<file path="src/rtl/gemm_pkg.sv">
// Shared definitions for the sequential GEMM block: FSM states, width formulas
// and the packed-matrix element offset helper.
package gemm_pkg;

    typedef enum logic [1:0] {
        IDLE = 2'd0,
        RUN  = 2'd1,
        DONE = 2'd2
    } state_t;

    // Accumulator holds a sum of n products of two w-bit values without overflow.
    function automatic int unsigned acc_width(input int unsigned w, input int unsigned n);
        return 2 * w + $clog2(n);
    endfunction

    function automatic int unsigned comb_width(input int unsigned w, input int unsigned n,
                                               input int unsigned cw);
        return acc_width(w, n) + cw + 1;
    endfunction

    // Row-major packing with element [0][0] in the MSBs.
    function automatic int unsigned elem_lsb(input int unsigned n, input int unsigned w,
                                             input int unsigned r, input int unsigned c);
        return ((n * n - 1) - (r * n + c)) * w;
    endfunction

endpackage

</file>
<file path="src/rtl/gemm_mac.sv">
// Dual multiply-accumulate with alpha/beta combine; the result is the scaled sum
// including the products presented this cycle, truncated to W bits.
module gemm_mac
    import gemm_pkg::*;
#(
    parameter int unsigned N  = 2,
    parameter int unsigned W  = 8,
    parameter int unsigned CW = 8
) (
    input  logic          clk,
    input  logic          rst_n,
    input  logic          clr_i,
    input  logic          en_i,
    input  logic          last_i,
    input  logic [W-1:0]  a_i,
    input  logic [W-1:0]  b_i,
    input  logic [W-1:0]  c_i,
    input  logic [W-1:0]  d_i,
    input  logic [CW-1:0] alpha_i,
    input  logic [CW-1:0] beta_i,
    output logic [W-1:0]  res_o
);

    localparam int unsigned AW = acc_width(W, N);
    localparam int unsigned MW = comb_width(W, N, CW);

    logic [AW-1:0] acc_ab_q, acc_cd_q;
    logic [AW-1:0] sum_ab, sum_cd;

    assign sum_ab = acc_ab_q + AW'(a_i) * AW'(b_i);
    assign sum_cd = acc_cd_q + AW'(c_i) * AW'(d_i);

    // The last term of a dot product restarts the accumulators for the next element.
    always_ff @(posedge clk or negedge rst_n) begin
        if (!rst_n) begin
            acc_ab_q <= '0;
            acc_cd_q <= '0;
        end else if (clr_i) begin
            acc_ab_q <= '0;
            acc_cd_q <= '0;
        end else if (en_i) begin
            acc_ab_q <= last_i ? '0 : sum_ab;
            acc_cd_q <= last_i ? '0 : sum_cd;
        end
    end

    assign res_o = W'(MW'(alpha_i) * MW'(sum_ab) + MW'(beta_i) * MW'(sum_cd));

endmodule

</file>
<file path="src/rtl/gemm_seq.sv">
// Sequential N x N GEMM: Cout = alpha*(A x B) + beta*(C x D), one dual MAC per
// clock, with start/busy/done handshake.
module gemm_seq
    import gemm_pkg::*;
#(
    parameter int unsigned N  = 2,
    parameter int unsigned W  = 8,
    parameter int unsigned CW = 8
) (
    input  logic               clk,
    input  logic               rst_n,
    input  logic               start,
    input  logic [CW-1:0]      alpha,
    input  logic [CW-1:0]      beta,
    input  logic [N*N*W-1:0]   A,
    input  logic [N*N*W-1:0]   B,
    input  logic [N*N*W-1:0]   C,
    input  logic [N*N*W-1:0]   D,
    output logic [N*N*W-1:0]   Cout,
    output logic               busy,
    output logic               done
);

    localparam int unsigned IW = $clog2(N);
    localparam int unsigned MW = N * N * W;
    localparam logic [MW-1:0] EL_MASK = MW'({W{1'b1}});

    state_t state_q, state_d;

    logic [IW-1:0] i_q, j_q, k_q;
    logic [MW-1:0] a_q, b_q, c_q, d_q, res_q, cout_q;
    logic [CW-1:0] alpha_q, beta_q;
    logic          busy_q, busy_d, done_q, done_d;
    logic          accept, step;
    logic          i_last, j_last, k_last;
    logic [31:0]   off_ik, off_kj, off_ij;
    logic [W-1:0]  mac_res;

    assign i_last = (i_q == IW'(N - 1));
    assign j_last = (j_q == IW'(N - 1));
    assign k_last = (k_q == IW'(N - 1));

    assign off_ik = elem_lsb(N, W, 32'(i_q), 32'(k_q));
    assign off_kj = elem_lsb(N, W, 32'(k_q), 32'(j_q));
    assign off_ij = elem_lsb(N, W, 32'(i_q), 32'(j_q));

    // busy stays up through the cycle after DONE so the next start lands at N^3+2.
    always_comb begin
        state_d = state_q;
        accept  = 1'b0;
        step    = 1'b0;
        case (state_q)
            IDLE: begin
                if (start) begin
                    accept  = 1'b1;
                    state_d = RUN;
                end
            end
            RUN: begin
                step = 1'b1;
                if (k_last && j_last && i_last) state_d = DONE;
            end
            DONE:    state_d = IDLE;
            default: state_d = IDLE;
        endcase
        busy_d = (state_d != IDLE) || (state_q == DONE);
        done_d = (state_q == DONE);
    end

    always_ff @(posedge clk or negedge rst_n) begin
        if (!rst_n) begin
            state_q <= IDLE;
            busy_q  <= 1'b0;
            done_q  <= 1'b0;
            cout_q  <= '0;
        end else begin
            state_q <= state_d;
            busy_q  <= busy_d;
            done_q  <= done_d;
            if (state_q == DONE) cout_q <= res_q;
        end
    end

    always_ff @(posedge clk or negedge rst_n) begin
        if (!rst_n) begin
            i_q     <= '0;
            j_q     <= '0;
            k_q     <= '0;
            a_q     <= '0;
            b_q     <= '0;
            c_q     <= '0;
            d_q     <= '0;
            alpha_q <= '0;
            beta_q  <= '0;
            res_q   <= '0;
        end else if (accept) begin
            i_q     <= '0;
            j_q     <= '0;
            k_q     <= '0;
            a_q     <= A;
            b_q     <= B;
            c_q     <= C;
            d_q     <= D;
            alpha_q <= alpha;
            beta_q  <= beta;
        end else if (step) begin
            if (k_last) begin
                k_q   <= '0;
                res_q <= (res_q & ~(EL_MASK << off_ij)) | (MW'(mac_res) << off_ij);
                if (j_last) begin
                    j_q <= '0;
                    i_q <= i_last ? '0 : i_q + 1'b1;
                end else begin
                    j_q <= j_q + 1'b1;
                end
            end else begin
                k_q <= k_q + 1'b1;
            end
        end
    end

    gemm_mac #(
        .N  (N),
        .W  (W),
        .CW (CW)
    ) u_mac (
        .clk     (clk),
        .rst_n   (rst_n),
        .clr_i   (accept),
        .en_i    (step),
        .last_i  (k_last),
        .a_i     (W'(a_q >> off_ik)),
        .b_i     (W'(b_q >> off_kj)),
        .c_i     (W'(c_q >> off_ik)),
        .d_i     (W'(d_q >> off_kj)),
        .alpha_i (alpha_q),
        .beta_i  (beta_q),
        .res_o   (mac_res)
    );

    assign Cout = cout_q;
    assign busy = busy_q;
    assign done = done_q;

endmodule

</file>
<file path="config.mk">
export PLATFORM = sky130hd
export DESIGN_NAME = gemm_seq
export DESIGN_NICKNAME = d
export VERILOG_FILES = /design/src/rtl/gemm_pkg.sv /design/src/rtl/gemm_mac.sv /design/src/rtl/gemm_seq.sv
export SDC_FILE = /design/constraint.sdc
export NUM_CORES = 1
export LEC_CHECK = 0
export CORE_MARGIN = 2
export CORE_UTILIZATION = 40
export CTS_CLUSTER_DIAMETER = 100
export DETAILED_ROUTE_END_ITERATION = 16
export SYNTH_ARGS = -nofsm -noshare
export SYNTH_HDL_FRONTEND = slang
export SYNTH_SLANG_ARGS = --single-unit
</file>
<file path="constraint.sdc">
create_clock -name clk -period 11.1 [get_ports clk]
set_clock_uncertainty 0.05 [all_clocks]
set_input_delay 2.22 -clock clk [delete_from_list [all_inputs] [get_ports clk]]
set_output_delay 2.22 -clock clk [all_outputs]
set_load 0.02 [all_outputs]
</file>
==> results of run 1 <==
cell usage in the layout, fill, tap and decap left out, drive strengths merged, types with 8 or more instances in the layout:
cell           count
mux2             201
fa                67
mux4              32
inv              119
buf               10
xor2              11
clkbuf            38
and2              71
a21oi              8
ha                69
xnor2             51
dfrtp            231
a22o              18
clkdlybuf4s50    179
nand2             81
a21o               8
routing by layer:
metal | up-vias | share of wire | track usage
met5 | - | 0.00049 | 0
met4 | 2 | 0.026 | 0.0433
met3 | 45 | 0.049 | 0.0287
met2 | 201 | 0.47 | 0.279
met1 | 4122 | 0.46 | 0.232
li1 | 3799 | - | -
metrics by stage:
stage | utilization | hold slack [ns]
final | 0.508 | 0.430
after global placement | 0.479 | 0.415
after global routing | 0.508 | 0.453
after CTS | 0.508 | 0.434
after detailed placement | 0.479 | 0.420
after floorplan | - | 0.396
sequential cells by signal, summed over array words and instances, names as in the netlist:
name,flops
Cout,32
a_q,32
b_q,32
c_q,32
d_q,32
res_q,32
alpha_q,8
beta_q,8
u_mac.acc_ab_q,8
u_mac.acc_cd_q,8
state_q,2
busy,1
done,1
i_last,1
j_last,1
k_last,1
worst paths after layout:
kind                          from        end  slack, ns
max                         k_last  res_q[15]       1.72
min in group asynchronous    rst_n  res_q[22]       1.68
min reg2reg                Cout[3]    Cout[3]       0.43
max in group asynchronous    rst_n    a_q[18]       7.89
max reg2reg                 k_last  res_q[15]       1.72
min                        Cout[3]    Cout[3]       0.43
critical path, delay by kind of cell, from the launching register on:
family                   cells  cell delay, ns
flip-flops                   1            0.93
AND/OR/NAND/NOR              2            0.30
XOR/XNOR                     8            1.53
multiplexers                 2            0.86
AO/OA/AOI/OAI                2            0.34
buffers and inverters        5            0.60
adder cells (fa/ha/maj)     11            4.63
cell families after synthesis:
| family | Yosys count | share of synthesized area |
|---|---|---|
| multiplexers | 234 | 0.226 |
| AO/OA/AOI/OAI | 43 | 0.0233 |
| flip-flops | 231 | 0.432 |
| AND/OR/NAND/NOR | 165 | 0.0612 |
| adder cells (fa/ha/maj) | 136 | 0.165 |
| buffers and inverters | 150 | 0.0446 |
| XOR/XNOR | 66 | 0.0484 |
cell type report:
type                            instances  area share
Clock buffer                           38      0.0474
Clock inverter                         12     0.00852
Inverter                              117      0.0265
Multi-Input combinational cell        644       0.423
Sequential cell                       231       0.348
Tap cell                              442      0.0333
Timing Repair Buffer                  189       0.113
==> impl_results.md, run 1 <==
* Outcome: finished clean
* Die W at 187 um
* Max Cap Viol at 0
* Final Slew Violations at 0
* Most common cell in the netlist: dfrtp_1
* Setup TNS at 0 ns
* Layout fillers at 2,912
* Final Cell Area at 16,600 um2
* Core area at 32,700 um2
* Synth area leaders: dfrtp_1, mux2_2, fa_1
* Post-synthesis cell count at 1,025
* Routed wire length at 28,800 um
* Grt ovf at 0
* Actual slew at the worst max-slew pin at 1.14 ns
* DR iter-0 viols at 304
* CP Data Arrival Time at 9.75 ns
* Die area at 34,900 um2
* TritonCTS buffer count at 27
* CP max stage delay at 0.93 ns
* Nets at 1,493
* RSZ-0062 raised after global routing: no
* Syn avg cell area at 13.1 um2
* TritonRoute pass-1 iters at 4
* Pre-CTS WS at 1.65 ns
* Most common cell on crit path: fa_1
* # clock sinks at 231
* Via count at 8,169
* IO buf count at 180
* Starting density of the core at 0.409
* Post-Syn Area at 13,400 um2
* Reg clk slew, reported paths at 0.06 ns
* Ys Warns at 0
* Die height at 187 um
* CTS Buffer Depth at 3
* Initial antenna violation count at 1
* Kind of end point of the critical path: register
* Commonest cells in the netlist: dfrtp_1, mux2_2, inv_1
* Ports at 181
* Setup WS post-layout at 1.72 ns
* Wirelength per Cell at 17.2 um
* Register area share after synthesis at 0.432
* Num rows at 66
* Crit Path Category: reg2reg
* Detailed placer's ending HPWL at 21,300 um
* Final hold vios at 0
* Synth top area share at 0.432
* Tmin final at 9.38 ns
* Placed cells at 1,623
* Via density at 4.88
* Crit path max fanout at 30
* Setup violators final at 0
* Footprint of the multi-input gates at 7020 um2
* Fmax at 107 MHz
* Period utilisation layout at 0.845
* CP startpoint kind: register
* Share of cells above drive strength 1 at 0.236
* Worst skew pair latency at 0.56 ns
* Largest net degree at the start of global routing at 109
* Min-delay worst type: reg2reg
* Hold Path Depth at 2
* Ant. Diodes at 0
* Number of synthesized register bits at 231
* Cts hold-fix bufs at 0
* CTS resizes at 0
* Antenna Nets Post-Route at 0
* Cell Count, Final, Fillers Out at 1,673
* DRC Markers at 0
* Routability cong. at 0.817
* First-pass GRT wire length at 47,500 um
* Cell variety after synth at 33
* FF/Latch Area at 5780 um2
* Slew Limit Headroom at 0.237
* DP Area at 15,700 um2
* Overall Global Routing Usage at 0.169
* Root Buffer: clkbuf_16
* Critical Path Slowest Stage Cell: dfrtp_2
* CTS tree: done
* Setup bufs post-CTS at 0
* H-tree depth at 1
* Synth Net Count at 1,308
* Post-synth EDFFs at 0
* Cell taking the most area after synthesis: dfrtp_1
* Main synth FF type: dfrtp_1
* Asr flop ratio synth at 1.00
* P&R area growth vs syn at 24.0%
* Worst Reg-to-Reg Cells at 30
* Vias in the first global route at 8,891
* Worst Path Required at 11.48 ns
Power of run 1 is not shown: default switching activity piles up to over one toggle a cycle in this logic, so the estimate is an artifact.
==> inputs of run 2 (changes only) <==
==> constraint.sdc (replaced) <==
create_clock -name clk -period 9.7 [get_ports clk]
set_clock_uncertainty 0.05 [all_clocks]
set_input_delay 1.94 -clock clk [delete_from_list [all_inputs] [get_ports clk]]
set_output_delay 1.94 -clock clk [all_outputs]
set_load 0.02 [all_outputs]
==> run 2 against run 1 <==
  * Register-to-register slack worse by 1.2 ns
  * Global-route usage about the same
  * Cell area is 0.17% higher
  * Clock-buffer cell count grew 2
  * Utilization is 0.088 points higher
==> impl_results.md, run 2 (same netlist as run 1, synthesis figures left out) <==
* Startpoint of the worst hold path: res_q[19]
* WHS Endpoint: res_q[19]
* P&R area growth vs syn at 24.2%
* CP max stage delay at 0.66 ns
* RSZ-0062 raised after global routing: no
* Cell Count, Final, Fillers Out at 1,674
* Die W at 187 um
* Ports at 181
* Commonest non-fill, non-tap cells in the layout: dfrtp_1, mux2_2, clkdlybuf4s50_1
* Nets at 1,494
* Slew Limit Headroom at 0.232
* Worst Reg-to-Reg Cells at 30
* CTS tree: done
* Core area at 32,700 um2
* Share of cells above drive strength 1 at 0.235
* Flop2flop setup slack at 0.56 ns
* Setup bufs post-CTS at 0
* Placed cells at 1,624
* Grt ovf at 0
* Root Buffer: clkbuf_16
* Wirelength per Cell at 17.1 um
* Vias in the first global route at 8,748
* H-tree depth at 1
* CTS resizes at 0
* Detailed placer's ending HPWL at 21,400 um
* Setup violators final at 0
* FF/Latch Area at 5780 um2
* DRC Markers at 0
* Footprint of the multi-input gates at 7020 um2
* FF-to-FF End: res_q[15]
* Cts hold-fix bufs at 0
* Outcome: finished clean
* Utilization after layout at 0.508
* Min-delay worst type: reg2reg
* Most common cell after layout, fill and taps aside: dfrtp_1
* TritonCTS buffer count at 27
* Hold Path Depth at 2
* Fmax at 109 MHz
* Die area at 34,900 um2
* Antenna Nets Post-Route at 0
* Die height at 187 um
* TritonRoute pass-1 iters at 4
* Routed wire length at 28,600 um
* Setup TNS at 0 ns
* CP startpoint kind: register
* # clock sinks at 231
* Tmin final at 9.14 ns
* Final Slew Violations at 0
* CTS Buffer Depth at 3
* Crit path max fanout at 14
* Ant. Diodes at 0
* Reg clk slew, reported paths at 0.06 ns
* DR iter-0 viols at 333
* First-pass GRT wire length at 47,600 um
* Period utilisation layout at 0.943
* Most common cell on crit path: fa_1
* Critical Path Slowest Stage Cell: dfrtp_1
* Actual slew at the worst max-slew pin at 1.15 ns
* Worst skew pair latency at 0.55 ns
* Crit Path Category: reg2reg
* Overall Global Routing Usage at 0.169
* Routability cong. at 0.803
* Max Cap Viol at 0
* Final hold vios at 0
* Worst Path Required at 10.07 ns
* IO buf count at 180
* Via count at 8,156
* Starting density of the core at 0.409
* Largest net degree at the start of global routing at 106
* Via density at 4.87
* Initial antenna violation count at 1
* CP Data Arrival Time at 9.51 ns
* DP Area at 15,700 um2
* Num rows at 66
* Reg2reg start: j_last
* Layout fillers at 2,966
* Kind of end point of the critical path: register
* Final Cell Area at 16,600 um2
## run 2: cell types whose count changed in the layout (fill, tap and decap cells not counted)
cell,before,now
buf_12,0,1
clkbuf_1,4,5
clkbuf_8,7,8
clkinv_2,4,2
clkinvlp_4,2,1
inv_6,1,2
## run 2: cell type report
cell class,count,share of cell area
clock buffer,40,0.0484
clock inverter,10,0.00798
inverter,117,0.0264
multi-input combinational,644,0.422
sequential,231,0.348
tap,442,0.0333
timing repair buffer,190,0.114
## run 2: through the flow
step                      hold slack (ns)  worst slack, ns
final                               0.429            0.557
after global routing                0.449           0.0911
after CTS                           0.433            0.474
after detailed placement            0.419            0.529
after global placement              0.412            0.648
after floorplan                     0.396             1.24
## run 2: worst max-delay path by stage
stage | start | to | slack [ns] | cells after the start
after floorplan | k_last | res_q[15] | 1.24 | 31
after global placement | j_last | res_q[15] | 0.65 | 30
after detailed placement | j_last | res_q[15] | 0.53 | 30
after CTS | j_last | res_q[15] | 0.47 | 30
after global routing | j_last | res_q[15] | 0.09 | 30
final | j_last | res_q[15] | 0.56 | 30
## run 2: critical path, delay by kind of cell, from the launching register on
kind	cells	cell delay [ns]
buffers and inverters	5	0.62
muxes	2	0.91
adders and majority gates	11	4.64
AOI/OAI and AO/OA	2	0.34
DFF	1	0.66
xor gates and xnor gates	8	1.47
and+or+nand+nor	2	0.30
## run 2: routing by layer
| metal | vias to the layer above | part of all wire | track usage |
|---|---|---|---|
| li1 | 3808 | - | - |
| met1 | 4151 | 0.48 | 0.245 |
| met2 | 165 | 0.47 | 0.272 |
| met3 | 30 | 0.042 | 0.0281 |
| met4 | 2 | 0.015 | 0.0308 |
| met5 | - | 0.00056 | 0 |
Power of run 2 is left out for the same reason.
==> inputs of run 3 (changes only) <==
--- a/config.mk
+++ b/config.mk
@@ -5,10 +5,11 @@
 export SDC_FILE = /design/constraint.sdc
 export NUM_CORES = 1
 export LEC_CHECK = 0
-export CORE_MARGIN = 2
+export CORE_MARGIN = 3
 export CORE_UTILIZATION = 40
 export CTS_CLUSTER_DIAMETER = 100
 export DETAILED_ROUTE_END_ITERATION = 16
+export SLEW_MARGIN = 20
 export SYNTH_ARGS = -nofsm -noshare
 export SYNTH_HDL_FRONTEND = slang
 export SYNTH_SLANG_ARGS = --single-unit
==> run 3 against run 2 <==
  * First-iteration DRC count rose by 21%
  * Die area grew 2.2%
  * Utilization down 0.098 points
  * Critical path depth fell by 2
  * Maximum frequency grew 1.2%
  * Cell area hardly changed
  * Global-route usage is 0.17 points lower
  * Wire length is 1.5% higher
  * Flip-flop and latch count is the same
  * Non-clock buffer count is 3 higher
  * Register-to-register slack improved by 0.11 ns
  * Critical endpoint is now res_q[23]
  * Largest cell class unchanged
  * Highest routed layer unchanged
==> impl_results.md, run 3 (same netlist as run 1, synthesis figures left out) <==
* Outcome: finished clean
* P&R area growth vs syn at 24.3%
* CP startpoint kind: register
* Overall Global Routing Usage at 0.168
* Critical Path Slowest Stage Cell: mux4_1
* Slew Limit Headroom at 0.372
* Num rows at 66
* CP max stage delay at 0.78 ns
* Tmin final at 9.03 ns
* Final hold slack at 0.429 ns
* Routed wire length at 29,000 um
* Max Cap Viol at 0
* Initial antenna violation count at 3
* # clock sinks at 231
* Kind of end point of the critical path: register
* Final Slew Violations at 0
* Final Cell Area at 16,600 um2
* Min-delay worst type: reg2reg
* Crit path max fanout at 12
* Most common cell after layout, fill and taps aside: dfrtp_1
* Actual slew at the worst max-slew pin at 0.939 ns
* DP Area at 15,700 um2
* Largest net degree at the start of global routing at 141
* Vias in the first global route at 8,858
* Nets at 1,497
* Root Buffer: clkbuf_16
* CTS resizes at 0
* Core area at 32,800 um2
* Starting density of the core at 0.408
* Ports at 181
* Antenna Nets Post-Route at 0
* CTS Buffer Depth at 3
* Via density at 4.88
* Period utilisation layout at 0.931
* Fmax at 111 MHz
* Final hold vios at 0
* Worst skew pair latency at 0.53 ns
* Via count at 8,174
* Wirelength per Cell at 17.3 um
* Setup violators final at 0
* Cts hold-fix bufs at 0
* Reg clk slew, reported paths at 0.06 ns
* First-pass GRT wire length at 48,400 um
* WHS Endpoint: Cout[3]
* Critical Path Source: j_last
* Most common cell on crit path: fa_1
* Commonest non-fill, non-tap cells in the layout: dfrtp_1, mux2_2, clkdlybuf4s50_1
* Worst Reg-to-Reg Cells at 28
* Grt ovf at 0
* Routability cong. at 0.808
* Placed cells at 1,627
* Startpoint of the worst hold path: Cout[3]
* Hold Path Depth at 2
* Detailed placer's ending HPWL at 21,700 um
* Setup bufs post-CTS at 0
* CP Data Arrival Time at 9.40 ns
* Die height at 189 um
* TritonRoute pass-1 iters at 4
* Cell Count, Final, Fillers Out at 1,674
* IO buf count at 180
* RSZ-0062 raised after global routing: no
* TritonCTS buffer count at 27
* FF-to-FF End: res_q[23]
* Ant. Diodes at 0
* Reg2reg start: j_last
* Die area at 35,700 um2
* Setup TNS at 0 ns
* Worst Path Required at 10.07 ns
* Flop2flop setup slack at 0.67 ns
* Crit Path Category: reg2reg
* Die W at 189 um
* CTS tree: done
* Share of cells above drive strength 1 at 0.235
* DR iter-0 viols at 403
* DRC Markers at 0
* H-tree depth at 1
## run 3: final cells by class
cell class,instances,area [um2]
tap,442,553
clock buffer,41,808
fill,2876,16100
clock inverter,6,113
multi-input combinational,644,7010
timing repair buffer,193,1930
sequential,231,5780
inverter,117,439
## run 3: worst max-delay path by stage
stage | endpoint | slack, ns
4_1_cts | res_q[23] | 0.61
3_5_place_dp | res_q[15] | 0.63
2_1_floorplan | res_q[15] | 1.24
5_1_grt | res_q[23] | 0.11
3_3_place_gp | res_q[15] | 0.71
6_report | res_q[23] | 0.67
## run 3: per-layer routing
layer,up-vias,GRT usage,wire length [um]
li1,3822,-,-
met5,-,0,28
met1,4130,0.237,13500
met3,42,0.0309,1340
met4,6,0.0361,608
met2,174,0.273,13600
## run 3: through the flow
step | setup WS, ns | util
detailed placement | 0.626 | 0.479
global route | 0.112 | 0.507
CTS | 0.606 | 0.507
floorplan | 1.24 | -
global placement | 0.711 | 0.479
finish | 0.669 | 0.507
## run 3: worst max-delay path, delay by kind of cell (launching register included)
kind | cells | cell delay, ns
fa+ha+maj | 11 | 4.97
xor+xnor | 8 | 1.45
mux | 2 | 1.06
flops | 1 | 0.67
buf+inv | 5 | 0.40
simple gates | 2 | 0.30
Power of run 3 is left out for the same reason.
